[config.mk]
export PLATFORM = sky130hd
export DESIGN_NAME = mac_accum_unit
export DESIGN_NICKNAME = d
export VERILOG_FILES = /design/src/rtl/mac_accum_unit.sv
export SDC_FILE = /design/constraint.sdc
export NUM_CORES = 1
export LEC_CHECK = 0
export CAP_MARGIN = 30
export CORE_UTILIZATION = 57
export CTS_CLUSTER_DIAMETER = 30
export DETAILED_ROUTE_END_ITERATION = 8
export PLACE_DENSITY = 0.89
export SLEW_MARGIN = 15
export SYNTH_ARGS = -nofsm -noshare
export SYNTH_HDL_FRONTEND = slang
export SYNTH_SLANG_ARGS = --single-unit
export TNS_END_PERCENT = 100
[constraint.sdc]
create_clock -name clk -period 6.9 [get_ports clk]
set_clock_uncertainty 0.05 [all_clocks]
set_input_delay 1.035 -clock clk [delete_from_list [all_inputs] [get_ports clk]]
set_output_delay 1.035 -clock clk [all_outputs]
set_load 0.005 [all_outputs]
[src/rtl/mac_accum_unit.sv]
// mac_accum_unit: pipelined signed fixed-point MAC computing one bias-seeded dot product per vector
// Ports: clk/rst_n clock and async active-low reset; in_valid/in_ready/in_last beat handshake
//        with weight, data_in and bias (bias taken on a vector's first beat); out_valid/out_ready
//        result handshake with out_data (rounded, saturated), out_sat, out_ovf (sticky wrap) and
//        out_count (beats per vector, saturating).
module mac_accum_unit #(
   parameter int DATA_W = 16,
   parameter int FRAC_W = 12,
   parameter int ACC_W  = 40,
   parameter int OUT_W  = 16,
   parameter int CNT_W  = 10
) (
   input  logic              clk,
   input  logic              rst_n,
   input  logic              in_valid,
   output logic              in_ready,
   input  logic              in_last,
   input  logic [DATA_W-1:0] weight,
   input  logic [DATA_W-1:0] data_in,
   input  logic [DATA_W-1:0] bias,
   output logic              out_valid,
   input  logic              out_ready,
   output logic [OUT_W-1:0]  out_data,
   output logic              out_sat,
   output logic              out_ovf,
   output logic [CNT_W-1:0]  out_count
);
   localparam int P_W = 2 * DATA_W;
   localparam logic signed [ACC_W:0] O_MAX = {{(ACC_W-OUT_W+2){1'b0}}, {(OUT_W-1){1'b1}}};
   localparam logic signed [ACC_W:0] O_MIN = ~O_MAX;
   localparam logic signed [ACC_W:0] HALF = (ACC_W+1)'(1) << (FRAC_W-1);
   typedef enum logic [1:0] {IDLE, ACCUM, DRAIN, HOLD} state_t;
   state_t state, nxt;
   logic [1:0] dcnt;
   logic accept, first, load;
   logic a_v, a_first, m_v, m_first, ovf, add_ovf, res_sat;
   logic signed [DATA_W-1:0] a_w, a_d, a_bias;
   logic signed [P_W-1:0] m_p;
   logic signed [ACC_W-1:0] acc, base, sum, p_ext;
   logic signed [ACC_W:0] rnd, r;
   logic [CNT_W-1:0] cnt;
   logic [OUT_W-1:0] res;
   assign accept = in_valid && in_ready;
   assign first = state == IDLE;
   // DRAIN waits for the last product to clear the pipeline; the load edge is the 4th after in_last
   assign load = state == DRAIN && dcnt == 2'd3;
   always_comb begin
      nxt = state;
      case (state)
         IDLE:    if (accept) nxt = in_last ? DRAIN : ACCUM;
         ACCUM:   if (accept && in_last) nxt = DRAIN;
         DRAIN:   if (dcnt == 2'd3) nxt = HOLD;
         HOLD:    if (out_ready) nxt = IDLE;
         default: nxt = IDLE;
      endcase
   end
   // the first product of a vector adds onto the shifted bias instead of the stale accumulator
   assign p_ext = ACC_W'(m_p);
   assign base = m_first ? (ACC_W'(a_bias) <<< FRAC_W) : acc;
   assign sum = base + p_ext;
   assign add_ovf = (base[ACC_W-1] == p_ext[ACC_W-1]) && (sum[ACC_W-1] != base[ACC_W-1]);
   // one extra bit so the rounding offset cannot wrap before the shift
   assign rnd = (ACC_W+1)'(acc) + HALF;
   assign r = rnd >>> FRAC_W;
   assign res_sat = r > O_MAX || r < O_MIN;
   assign res = r > O_MAX ? O_MAX[OUT_W-1:0] : r < O_MIN ? O_MIN[OUT_W-1:0] : r[OUT_W-1:0];
   always_ff @(posedge clk or negedge rst_n) begin
      if (!rst_n) begin
         state <= IDLE;
         in_ready <= 1'b0;
         out_valid <= 1'b0;
         dcnt <= 2'd0;
         a_v <= 1'b0;
         a_first <= 1'b0;
         a_w <= '0;
         a_d <= '0;
         a_bias <= '0;
         m_v <= 1'b0;
         m_first <= 1'b0;
         m_p <= '0;
         acc <= '0;
         ovf <= 1'b0;
         cnt <= '0;
         out_data <= '0;
         out_sat <= 1'b0;
         out_ovf <= 1'b0;
         out_count <= '0;
      end else begin
         state <= nxt;
         in_ready <= nxt == IDLE || nxt == ACCUM;
         out_valid <= nxt == HOLD;
         dcnt <= state == DRAIN ? dcnt + 2'd1 : 2'd0;
         a_v <= accept;
         m_v <= a_v;
         m_first <= a_first;
         if (accept) begin
            a_w <= weight;
            a_d <= data_in;
            a_first <= first;
            cnt <= first ? CNT_W'(1) : &cnt ? cnt : cnt + CNT_W'(1);
         end
         if (accept && first) a_bias <= bias;
         if (a_v) m_p <= P_W'(a_w) * P_W'(a_d);
         if (m_v) begin
            acc <= sum;
            ovf <= add_ovf || (!m_first && ovf);
         end
         if (load) begin
            out_data <= res;
            out_sat <= res_sat;
            out_ovf <= ovf;
            out_count <= cnt;
         end
      end
   end
endmodule

==> results_dict.tcl, run 1 <==
set metrics [dict create \
    status "finished, final reports clean" \
    synth.yosys.warnings 0 \
    root_buffer "clkbuf_16" \
    grt_pass1_wl_um 80560 \
    fin_crit_ns 6.631 \
    timing.final.crit_share 0.9610 \
    dr.first_iter.drc_count 1156 \
    cts_tree "yes" \
    ys_seq_area_frac 0.2151 \
    synthesis.nets 2498 \
    final_nets 2566 \
    dp_hpwl_um 36440 \
    dieArea_mm2 0.03524 \
    wl_per_cell_um 18.41 \
    n_antenna_cell 0 \
    path_max_fanout 13 \
    min_from "a_first$_DFFE_PN0P_" \
    min_to "m_first$_DFF_PN0_" \
    drv_cap 0 \
    cts.path.max_buffers 2 \
    syn_area_mm2 0.01966 \
    slowest_stage "dfrtp_1" \
    core_area_mm2 0.03370 \
    first_global_vias 16567 \
    r2r_end "m_p[30]$_DFFE_PN0P_" \
    ant_nets 0 \
    path_cells "and2_1 -> fa_1 -> inv_1 -> fa_1 -> fa_1 -> inv_1 -> ha_1 -> fa_1 -> inv_1 -> fa_1 -> inv_1 -> ha_1 -> nand4_1 -> o21ai_0 -> nor2_1 -> a311oi_2 -> a311oi_2 -> nor4_1 -> nand2_1 -> a21o_1 -> a31o_2" \
    grt_overflow 0 \
    cts-buffers-inserted 17 \
    ys_types 77 \
    setup_ws_ns 0.2691 \
    fin_util 0.6440 \
    cts_resized 0 \
    holdBufCountCts 0 \
    finalMaxSlewViolations 0 \
    wirelength_um 47620 \
    max_slew.worst_pin.slew_ns 0.8891 \
    fp-row-count 67 \
    place.gp.congestion 0.9544 \
    setup_viol 0 \
    synth-edff-count 0 \
    portBuffers 82 \
    synth_flop_cell "dfrtp_1" \
    firstDrtPassIters 6 \
    holdPathStages 0 \
    max_freq_mhz 150.8 \
    async_flop_share 1.000 \
    r2r_slack_ns 0.27 \
    viasPerCell 5.818 \
    num_vias 15045 \
    die_w_um 187.7 \
    grt_max_degree 87 \
    path_clk_slew_ns 0.08 \
    crit-reg2reg-launch "a_w[4]$_DFFE_PN0P_" \
    slew_headroom 0.4052 \
    start_kind "register" \
    slowest_delay_ns 0.56 \
    htree_levels 4 \
    cts.sinks 169 \
    cp.required_ns 7.20 \
    syn_avg_cell_area_um2 9.555 \
    cpMostUsedCell "fa_1" \
    synth_cells 2058 \
    crit_path_start "a_w[4]$_DFFE_PN0P_" \
    fillerInstances 2479 \
    holdWs_ns 0.3554 \
    drive_gt1_frac 0.1099 \
    postCtsSetupRepairBufs 0 \
    hold_class "reg -> reg" \
    reg2reg_depth 21 \
    die_y_um 187.7 \
    syn2layout_area_growth_pct 10.37 \
    endpoint_kind "register" \
    dpl_worst_slack_ns 0.1130 \
    antenna_found_initial 0 \
    track_usage 0.2880 \
    drc 0 \
    ioPinCount 83 \
    cp.arrival_ns 6.94 \
    initial_utilization 0.5835 \
    worstSkewPairLatency_ns 0.46 \
    hold_viol_final 0 \
    ys_seq_elements 169 \
    critPathKind "reg -> reg" \
]
layout by cell type (no fill, tap or decap), types with 6 or more instances in the layout:
cell type	instances
inv_1	372
fa_1	263
nand2_1	187
dfrtp_1	163
and2_1	127
ha_1	124
mux2_2	114
a21oi_1	88
clkdlybuf4s50_1	81
nor2_1	78
o21ai_0	70
xnor2_1	48
buf_4	39
xor2_1	33
a21o_1	30
nand3_1	27
nor2b_1	18
nand4_1	18
clkbuf_16	17
o21a_1	16
o21bai_1	16
nor3_1	14
or3_1	13
mux2i_1	12
o211ai_1	9
nand2b_1	9
and3_1	9
o31ai_1	9
o21ai_2	8
a211oi_1	6
dfrtp_2	6
synthesized netlist by cell type (7+ instances only):
master / count / area (µm²)
mux2_2: 114 / 1284
nor2_1: 78 / 292.8
or3_1: 13 / 81.33
o21a_1: 16 / 120.1
inv_1: 373 / 1400
fa_1: 263 / 5265
buf_1: 11 / 41.29
xor2_1: 33 / 289.0
o21ai_0: 70 / 350.3
o211ai_1: 9 / 67.56
a21o_1: 30 / 225.2
nand4_1: 18 / 112.6
xnor2_1: 48 / 420.4
clkbuf_1: 55 / 206.5
and2_1: 127 / 794.5
nand3_1: 27 / 135.1
ha_1: 124 / 1551
nand2b_1: 9 / 56.30
nor2b_1: 18 / 112.6
a21oi_1: 89 / 445.4
mux2i_1: 12 / 120.1
o21ai_2: 8 / 70.07
o31ai_1: 9 / 67.56
dfrtp_1: 169 / 4229
o21bai_1: 16 / 120.1
nor3_1: 15 / 75.07
a211oi_1: 7 / 52.55
nand2_1: 187 / 701.9
and3_1: 9 / 56.30
how the worst max path moves through the flow:
| stage | endpoint | slack, ns | depth (start not counted) |
|---|---|---|---|
| finish | m_p[30]$_DFFE_PN0P_ | 0.27 | 21 |
| global route | m_p[30]$_DFFE_PN0P_ | -0.02 | 21 |
| CTS | m_p[29]$_DFFE_PN0P_ | 0.07 | 20 |
| detailed placement | m_p[30]$_DFFE_PN0P_ | 0.11 | 21 |
| global placement | m_p[30]$_DFFE_PN0P_ | 0.28 | 22 |
| floorplan | m_p[29]$_DFFE_PN0P_ | 0.38 | 20 |
sequential cells by signal, indices dropped and copies added (netlist names), 10 cells and up:
| register | flops |
|---|---|
| a_d | 16 |
| out_count | 10 |
| a_w | 16 |
| a_bias | 16 |
| out_data | 16 |
| acc | 40 |
| cnt | 10 |
| m_p | 32 |
logic make-up (layout without fill, tap and decap cells):
kind of cell               Yosys count  count (layout)  share of synthesized area
adders and majority gates          387             387                     0.3467
buffers and inverters              448             528                    0.08730
and+or+nand+nor                    533             533                     0.1399
muxes                              126             126                    0.07139
xor gates and xnor gates            81              81                    0.03608
AOI/OAI and AO/OA                  314             314                     0.1037
DFF                                169             169                     0.2151
through the flow:
stage	instance area, µm²	TNS (ns)	std cells
floorplan	19660	0	2058
global placement	21020	0	2552
detailed placement	21060	0	2554
CTS	21650	0	2585
global route	21700	-0.02487	2586
finish	21700	0	2586
area by class of cell:
class | count | area [µm²] | share of cell area
tap | 448 | 560.5 | 0.02583
timing repair buffer | 123 | 1162 | 0.05356
multi-input combinational | 1441 | 13750 | 0.6336
sequential | 169 | 4237 | 0.1952
clock inverter | 11 | 131.4 | 0.006054
inverter | 374 | 1404 | 0.06469
clock buffer | 20 | 456.7 | 0.02104
critical path: cells and delay by family (launching register included):
| kind | cells | cell delay, ns |
|---|---|---|
| flops | 1 | 0.56 |
| compound gates | 5 | 1.28 |
| buf+inv | 4 | 0.21 |
| simple gates | 5 | 1.09 |
| fa+ha+maj | 7 | 3.33 |
routing by layer:
layer / GRT usage / part of all wire / vias to the layer above / wire length, µm
met5: 0 / 0 / - / 0
met4: 0.1454 / 0.049 / 0 / 2329
met3: 0.04043 / 0.058 / 174 / 2777
met2: 0.5078 / 0.51 / 612 / 24290
met1: 0.3436 / 0.38 / 7497 / 18220
li1: - / - / 6762 / -
Power of run 1 is not shown: default switching activity piles up to over one toggle a cycle in this logic, so the estimate is an artifact.
==> run 2: changes to the inputs <==
==> constraint.sdc (replaced) <==
create_clock -name clk -period 6.9 [get_ports clk]
set_clock_uncertainty 0.05 [all_clocks]
set_input_delay 1.035 -clock clk [delete_from_list [all_inputs] [get_ports clk]]
set_output_delay 1.035 -clock clk [all_outputs]
set_load 0.05 [all_outputs]
==> results of run 2 <==
Same layout as run 1: the final DEF is identical, and so are final timing and power.
Power of run 2 is left out for the same reason.
==> run 3: changes to the inputs <==
- REMOVE_ABC_BUFFERS: not set -> 1
==> run 3 against run 2 <==
Net effect: register-to-register slack worse by 0.05 ns; via count is 0.31% higher; hold slack better by 0.0016 ns; final area hardly changed; fmax is 0.72% lower; global-route usage is 1.1 points lower; final cell count is 0.19% lower; largest cell class unchanged.
==> results_dict.tcl, run 3 (synthesis gave the netlist of run 1 again) <==
set metrics [dict create \
    status "finished, final reports clean" \
    r2r_slack_ns 0.22 \
    drv_cap 0 \
    final_nets 2560 \
    hold_class "reg -> reg" \
    first_global_vias 16354 \
    setup_tns_ns 0 \
    initial_utilization 0.5835 \
    place.gp.congestion 0.9204 \
    fillerInstances 2523 \
    crit-reg2reg-launch "a_w[7]$_DFFE_PN0P_" \
    reg_top3 "acc: 40 flops, m_p: 32 flops" \
    start_kind "register" \
    top_register "acc" \
    grt_overflow 0 \
    grt_pass1_wl_um 78150 \
    slew_headroom 0.3931 \
    setup_viol 0 \
    timing.final.crit_share 0.9680 \
    num_vias 15092 \
    viasPerCell 5.847 \
    firstDrtPassIters 5 \
    dieArea_mm2 0.03524 \
    dp_hpwl_um 35770 \
    ant_nets 0 \
    path_max_fanout 11 \
    finalMaxSlewViolations 0 \
    cp.arrival_ns 6.96 \
    hold_viol_final 0 \
    dr.first_iter.drc_count 1185 \
    r2r_end "m_p[26]$_DFFE_PN0P_" \
    track_usage 0.2768 \
    worstSkewPairLatency_ns 0.45 \
    rsz0062_at_grt "no" \
    cts_tree "yes" \
    root_buffer "clkbuf_16" \
    fin_crit_ns 6.679 \
    portBuffers 82 \
    postCtsSetupRepairBufs 0 \
    grt_max_degree 92 \
    path_clk_slew_ns 0.07 \
    min_from "a_first$_DFFE_PN0P_" \
    die_y_um 187.7 \
    max_slew.worst_pin.slew_ns 0.9103 \
    layout_commonest_cell "inv_1" \
    cp.required_ns 7.18 \
    ioPinCount 83 \
    holdPathStages 0 \
    drive_gt1_frac 0.1120 \
    critPathKind "reg -> reg" \
    htree_levels 4 \
    final_cell_mix "inv_1 (372), fa_1 (263), nand2_1 (186)" \
    holdBufCountCts 0 \
    antenna_found_initial 0 \
    wl_per_cell_um 18.20 \
    cts-buffers-inserted 17 \
    core_area_mm2 0.03370 \
    min_to "m_first$_DFF_PN0_" \
    reg2reg_depth 21 \
    largest_reg_flops 40 \
    drc 0 \
    cts.path.max_buffers 2 \
    syn2layout_area_growth_pct 10.27 \
    cts.sinks 169 \
    fp-row-count 67 \
    die_w_um 187.7 \
    max_freq_mhz 149.7 \
    wirelength_um 46970 \
    endpoint_kind "register" \
    n_antenna_cell 0 \
]
==> run 3: cell types whose count changed in the layout (fill, tap and decap cells not counted), sizes merged <==
cell	change
bufinv	-1
clkinv	+7
inv	-3
buf	-6
clkinvlp	+1
clkbuf	-3
==> run 3: worst max-delay path by stage <==
| stage | end | slack, ns | depth (start not counted) | startpoint |
|---|---|---|---|---|
| floorplan | m_p[30]$_DFFE_PN0P_ | 0.50 | 22 | a_w[15]$_DFFE_PN0P_ |
| global placement | m_p[30]$_DFFE_PN0P_ | 0.29 | 22 | a_d[3]$_DFFE_PN0P_ |
| detailed placement | m_p[29]$_DFFE_PN0P_ | 0.08 | 21 | a_d[3]$_DFFE_PN0P_ |
| CTS | m_p[29]$_DFFE_PN0P_ | 0.02 | 20 | a_w[5]$_DFFE_PN0P_ |
| global route | m_p[30]$_DFFE_PN0P_ | 0.0008 | 21 | a_d[15]$_DFFE_PN0P_ |
| finish | m_p[26]$_DFFE_PN0P_ | 0.22 | 21 | a_w[7]$_DFFE_PN0P_ |
==> run 3: final cells by class <==
cell class	instances	area, µm²	area share
Timing Repair Buffer	117	1121	0.05170
Tap cell	448	560.5	0.02585
Multi-Input combinational cell	1441	13760	0.6348
Clock inverter	15	162.7	0.007501
Sequential cell	169	4245	0.1958
Inverter	374	1404	0.06474
Clock buffer	17	425.4	0.01962
==> run 3: timing repair <==
| item | in CTS | in global routing |
|---|---|---|
| gates cloned | 0 | 0 |
| resized for setup | 1 | 20 |
| pin swaps | 0 | 0 |
| setup endpoints to repair | 1 | 12 |
==> run 3: per-layer routing <==
layer	vias to the layer above	share of wire	global-route usage
met5	-	0	0
met3	148	0.064	0.03762
met4	0	0.041	0.1345
met1	7606	0.39	0.3389
met2	599	0.51	0.4818
li1	6739	-	-
==> run 3: through the flow <==
stage	setup WS [ns]	hold WS (ns)	utilization	instances	instance area, µm²
2_1_floorplan	0.5023	0.3043	-	1984	19350
3_3_place_gp	0.2914	0.3170	0.6223	2545	20970
3_5_place_dp	0.08357	0.3302	0.6223	2545	20970
4_1_cts	0.01652	0.3640	0.6398	2577	21560
5_1_grt	0.0007998	0.3702	0.6434	2581	21680
6_report	0.2209	0.3570	0.6434	2581	21680
==> run 3: critical path: stages (launching register included) <==
cell and delay (ns):
dfrtp_1 0.50, buf_4 0.25, nand2_1 0.09, fa_1 0.51, inv_1 0.06, fa_1 0.51
inv_1 0.05, fa_1 0.47, inv_1 0.05, fa_1 0.56, fa_1 0.57, inv_1 0.06
fa_1 0.53, inv_1 0.04, ha_1 0.35, and2_1 0.25, a22o_1 0.25, a311oi_4 0.50
nor3_1 0.14, o21a_1 0.21, or3_1 0.30, a31o_2 0.24
Power of run 3 is left out for the same reason.
